[config.mk]
export PLATFORM = sky130hd
export DESIGN_NAME = ysyx_24100005_register_file
export DESIGN_NICKNAME = d
export VERILOG_FILES = /design/src/rtl/ysyx_24100005_register_file.sv
export SDC_FILE = /design/constraint.sdc
export NUM_CORES = 2
export LEC_CHECK = 0
export BUFFER_PORTS_ARGS = -buffer_cell sky130_fd_sc_hd__buf_2
export CORE_UTILIZATION = 60
export CTS_BUF_LIST = sky130_fd_sc_hd__clkbuf_4
export DETAILED_ROUTE_END_ITERATION = 8
export PLACE_DENSITY = 0.74
export SLEW_MARGIN = 20
export SYNTH_ARGS = -nofsm -noshare
export SYNTH_HDL_FRONTEND = slang
export SYNTH_SLANG_ARGS = --single-unit
[constraint.sdc]
create_clock -name clk -period 10.11 [get_ports clk]
set_input_delay 0.5055 -clock clk [delete_from_list [all_inputs] [get_ports clk]]
set_output_delay 0.5055 -clock clk [all_outputs]
set_load 0.1 [all_outputs]
[src/rtl/ysyx_24100005_register_file.sv]
// ----------------------------------------------------------------------------
// ysyx_24100005_register_file
//   General-purpose register file: 2^ADDR_WIDTH entries of DATA_WIDTH bits,
//   one synchronous write port, two combinational read ports. Entry 0 always
//   reads as zero and ignores writes. No write-to-read bypass: a write becomes
//   visible only after the clock edge that commits it.
//
// Ports
//   clk      in   clock, all state changes on rising edge
//   rst      in   synchronous active-low reset, clears every entry
//   wen      in   write enable (active-high)
//   waddr    in   write address
//   wdata    in   write data
//   rs1addr  in   read port 1 address
//   rs2addr  in   read port 2 address
//   rs1data  out  read port 1 data (combinational)
//   rs2data  out  read port 2 data (combinational)
// ----------------------------------------------------------------------------
module ysyx_24100005_register_file #(
  parameter int ADDR_WIDTH = 5,
  parameter int DATA_WIDTH = 32
) (
  input  logic                  clk,
  input  logic                  rst,
  input  logic                  wen,
  input  logic [ADDR_WIDTH-1:0] waddr,
  input  logic [DATA_WIDTH-1:0] wdata,
  input  logic [ADDR_WIDTH-1:0] rs1addr,
  input  logic [ADDR_WIDTH-1:0] rs2addr,
  output logic [DATA_WIDTH-1:0] rs1data,
  output logic [DATA_WIDTH-1:0] rs2data
);

  localparam int unsigned DEPTH = 1 << ADDR_WIDTH;

  logic [DATA_WIDTH-1:0] regs [DEPTH];

  // Reset wins over a coincident write; entry 0 is never written so it stays
  // at its reset value, and the read mux below forces it to zero regardless.
  always_ff @(posedge clk) begin
    if (!rst) begin
      for (int unsigned i = 0; i < DEPTH; i++) begin
        regs[i] <= '0;
      end
    end else if (wen && (waddr != '0)) begin
      regs[waddr] <= wdata;
    end
  end

  always_comb begin
    rs1data = '0;
    rs2data = '0;
    if (rs1addr != '0) rs1data = regs[rs1addr];
    if (rs2addr != '0) rs2data = regs[rs2addr];
  end

endmodule

==> summary.md <==
| Metric | Value |
|---|---|
| Status | completed |
| P_sw | 2869 uW |
| CP Capture Type | output port |
| Syn_area_per_cell | 15.46 um^2 |
| Clock buffer depth | 4 |
| Min Hold Slack | 0.1954 ns |
| H-tree levels | 5 |
| Fin crit period | 4.972 ns |
| Clock-pin slew on the worst setup and hold paths | 0.06 ns |
| Leakage | 0.02086 uW |
| Yosys top cell by area | edfxtp_1 |
| Pin slew with the least headroom to its limit | 1.213 ns |
| Power Internal | 7358 uW |
| Vias in the first global route | 37660 |
| Wire length per cell | 35.10 um |
| Final Max Slew Viols | 0 |
| PwrDens | 171.4 mW/mm^2 |
| RePlAce Congestion | 0.9067 |
| Dpl cells | 4534 |
| Hold WC Path Type | in -> reg |
| Starting Density | 0.6099 |
| Post-synth EDFFs | 1024 |
| Max reg flops | 1024 |
| Clk root buf | clkbuf_4 |
| I/O Buffers | 113 |
| Switching Share | 0.2805 |
| Crit path arrival time | 4.47 ns |
| DRC viols | 0 |
| Core Rows | 109 |
| Top Metal Used | met5 |
| Maximum vdd drop | 0.0001614 V |
| Dpl hpwl | 101.2 mm |
| DR vias | 36170 |
| Post-CTS Setup Inserts | 0 |
| Via-per-instance ratio | 7.163 |
| Post-synth ARST share | 0 |
| Dominant synthesized flop cell | edfxtp_1 |
| Routed wire length | 177.3 mm |
| 1st-iter DRT viols | 5565 |
| Seq pwr share | 0.493 |
| Comb pwr share | 0.147 |
| Die Width | 302.6 um |
| Cell count after synthesis | 3507 |
| Number of top-level pins | 114 |
| Fin nets | 3738 |
| First drt pass iteration count | 6 |
| CTS Sinks | 1024 |
| Met3 routed wirelength | 25.16 mm |
| # setup viols final | 0 |
| Layout cells sized above 1 | 0.3138 |
| RSZ-0062 raised after global routing | no |
| Synth top area cells | edfxtp_1 57%, mux4_2 20%, and2_1 11% |
| CTS tree | yes |
| Registers with the most flip-flops | regs (1024) |
| Hold path startpoint | waddr[1] |
| P&R area growth vs syn | 10.02% |
| Sequential area share after synthesis | 0.5670 |
| Vert. Die Dim | 302.6 um |
| Netlist cell types | 45 |
| Cell area after synthesis | 0.05423 mm^2 |
| CTS Buf Count | 285 |
| Post-synth top area share | 0.5670 |
| Gr ovfl total | 0 |
| Crit path kind | in -> out |
| Worst setup SP type | input port |
| Largest net degree at the start of global routing | 147 |
| Final Hold Fails | 0 |
| Core Area | 0.08892 mm^2 |
| Req. time, crit path | 9.60 ns |
| Max Cap Viol | 0 |
| Largest Register | regs |
| #FFs+latches synth | 1024 |
| Fillers | 6113 |
| Post-route setup TNS | 0 ns |
| Routed Antenna Nets | 0 |
| Metal-1 WL | 59.04 mm |
| WL met2 | 81.79 mm |
| GRT Util Overall | 0.3935 |
| Global-route wire length before repair | 252.3 mm |
| Clock power share | 0.360 |
| Relative slew slack | 0.1906 |
| Critical Path Source | rs1addr[0] |
| Max Clk Rate | 201.1 MHz |
| Initial antenna violation count | 10 |
| Tcrit/Tclk final | 0.4918 |
| Final Non-Filler Cells | 5050 |
| CP max FO | 57 |
| Die area | 0.09159 mm^2 |
| Ys Warns | 0 |
## cell type report
type	count	area (um^2)	share of cell area
Timing Repair Buffer	252	1772	0.02969
Clock inverter	70	409.1	0.006857
Multi-Input combinational cell	2122	22230	0.3725
Clock buffer	401	3010	0.05045
Sequential cell	1024	30750	0.5154
Tap cell	1165	1458	0.02443
Antenna cell	13	32.53	0.0005452
Inverter	3	11.26	0.0001887
## layer usage
metal  vias up  track usage
met3       603       0.1079
li1      14130            -
met5         -            0
met4         6       0.2459
met2      3214       0.5967
met1     18220       0.5082
## worst max-delay path, stage by stage
cell and delay (ns):
buf_8 0.45, buf_4 0.66, buf_4 0.66, mux4_2 0.62, a2111oi_0 0.81, buf_4 0.23
nor3_1 0.04, buf_2 0.31
## worst paths after layout
| path | to | slack [ns] | cells after the start |
|---|---|---|---|
| max | rs1data[7] | 5.14 | 8 |
| min | regs[30][28]$_SDFFCE_PN0P_ | 0.20 | 4 |
## what timing repair did
| item | 4_1_cts | 5_1_grt |
|---|---|---|
| endpoints found under the hold margin | 916 | 0 |
| resized for setup | 0 | 0 |
| hold buffers | 32 | 0 |
## power groups by stage
stage                     combinational (uW)  sequential (uW)  clock [uW]
after floorplan                         1050             5070           0
after global placement                  1450             5090           0
after detailed placement                1470             5120           0
after CTS                               1480             5030        3700
after global routing                    1540             5050        3910
final                                   1510             5040        3680
## synthesized netlist by cell type (2+ instances only)
library cell  count
edfxtp_1       1024
and2_1          995
mux4_2          472
clkbuf_1        274
mux2i_1         150
o22ai_1         103
nor3_1           54
a22o_1           51
buf_4            45
nor2_1           37
o21ai_0          35
a2111oi_1        32
buf_2            31
mux2_2           30
a2111oi_0        23
buf_6            22
a22oi_1          16
buf_1            15
nor2b_1          14
a21oi_1          12
nand2_1           9
a211oi_1          7
nand2b_1          5
nand3_1           5
nand3b_1          5
nor4_1            5
a221oi_1          4
a32o_1            4
and3_1            3
inv_1             3
or3_1             3
or3b_2            3
a221o_1           2
nand4b_1          2
nor4b_1           2
## through the flow
step	power (uW)	utilization	instance area, um^2	setup slack, ns
2_1_floorplan	6119	-	54350	3.542
3_3_place_gp	6540	0.6286	55890	5.248
3_5_place_dp	6586	0.6286	55890	5.122
4_1_cts	10210	0.6707	59630	5.131
5_1_grt	10500	0.6708	59650	5.006
6_report	10230	0.6710	59670	5.138
## logic make-up (layout without fill, tap and decap cells)
group / Yosys count / in the layout / synth area share
AO/OA/AOI/OAI: 290 / 290 / 0.03918
buffers and inverters: 392 / 726 / 0.03410
multiplexers: 652 / 652 / 0.2299
other: 1 / 45 / 0.00006915
AND/OR/NAND/NOR: 1148 / 1148 / 0.1297
flip-flops: 1024 / 1024 / 0.5670
## cell usage in the layout, fill, tap and decap left out, drive strengths merged, types with 37 or more instances in the layout
cell type / count
edfxtp: 1024
clkbuf: 401
nor3: 54
mux2i: 150
a2111oi: 55
clkinv: 63
nor2: 37
buf: 220
o22ai: 103
and2: 995
a22o: 51
mux4: 472
Note: power is estimated with default switching activity, not from simulation.
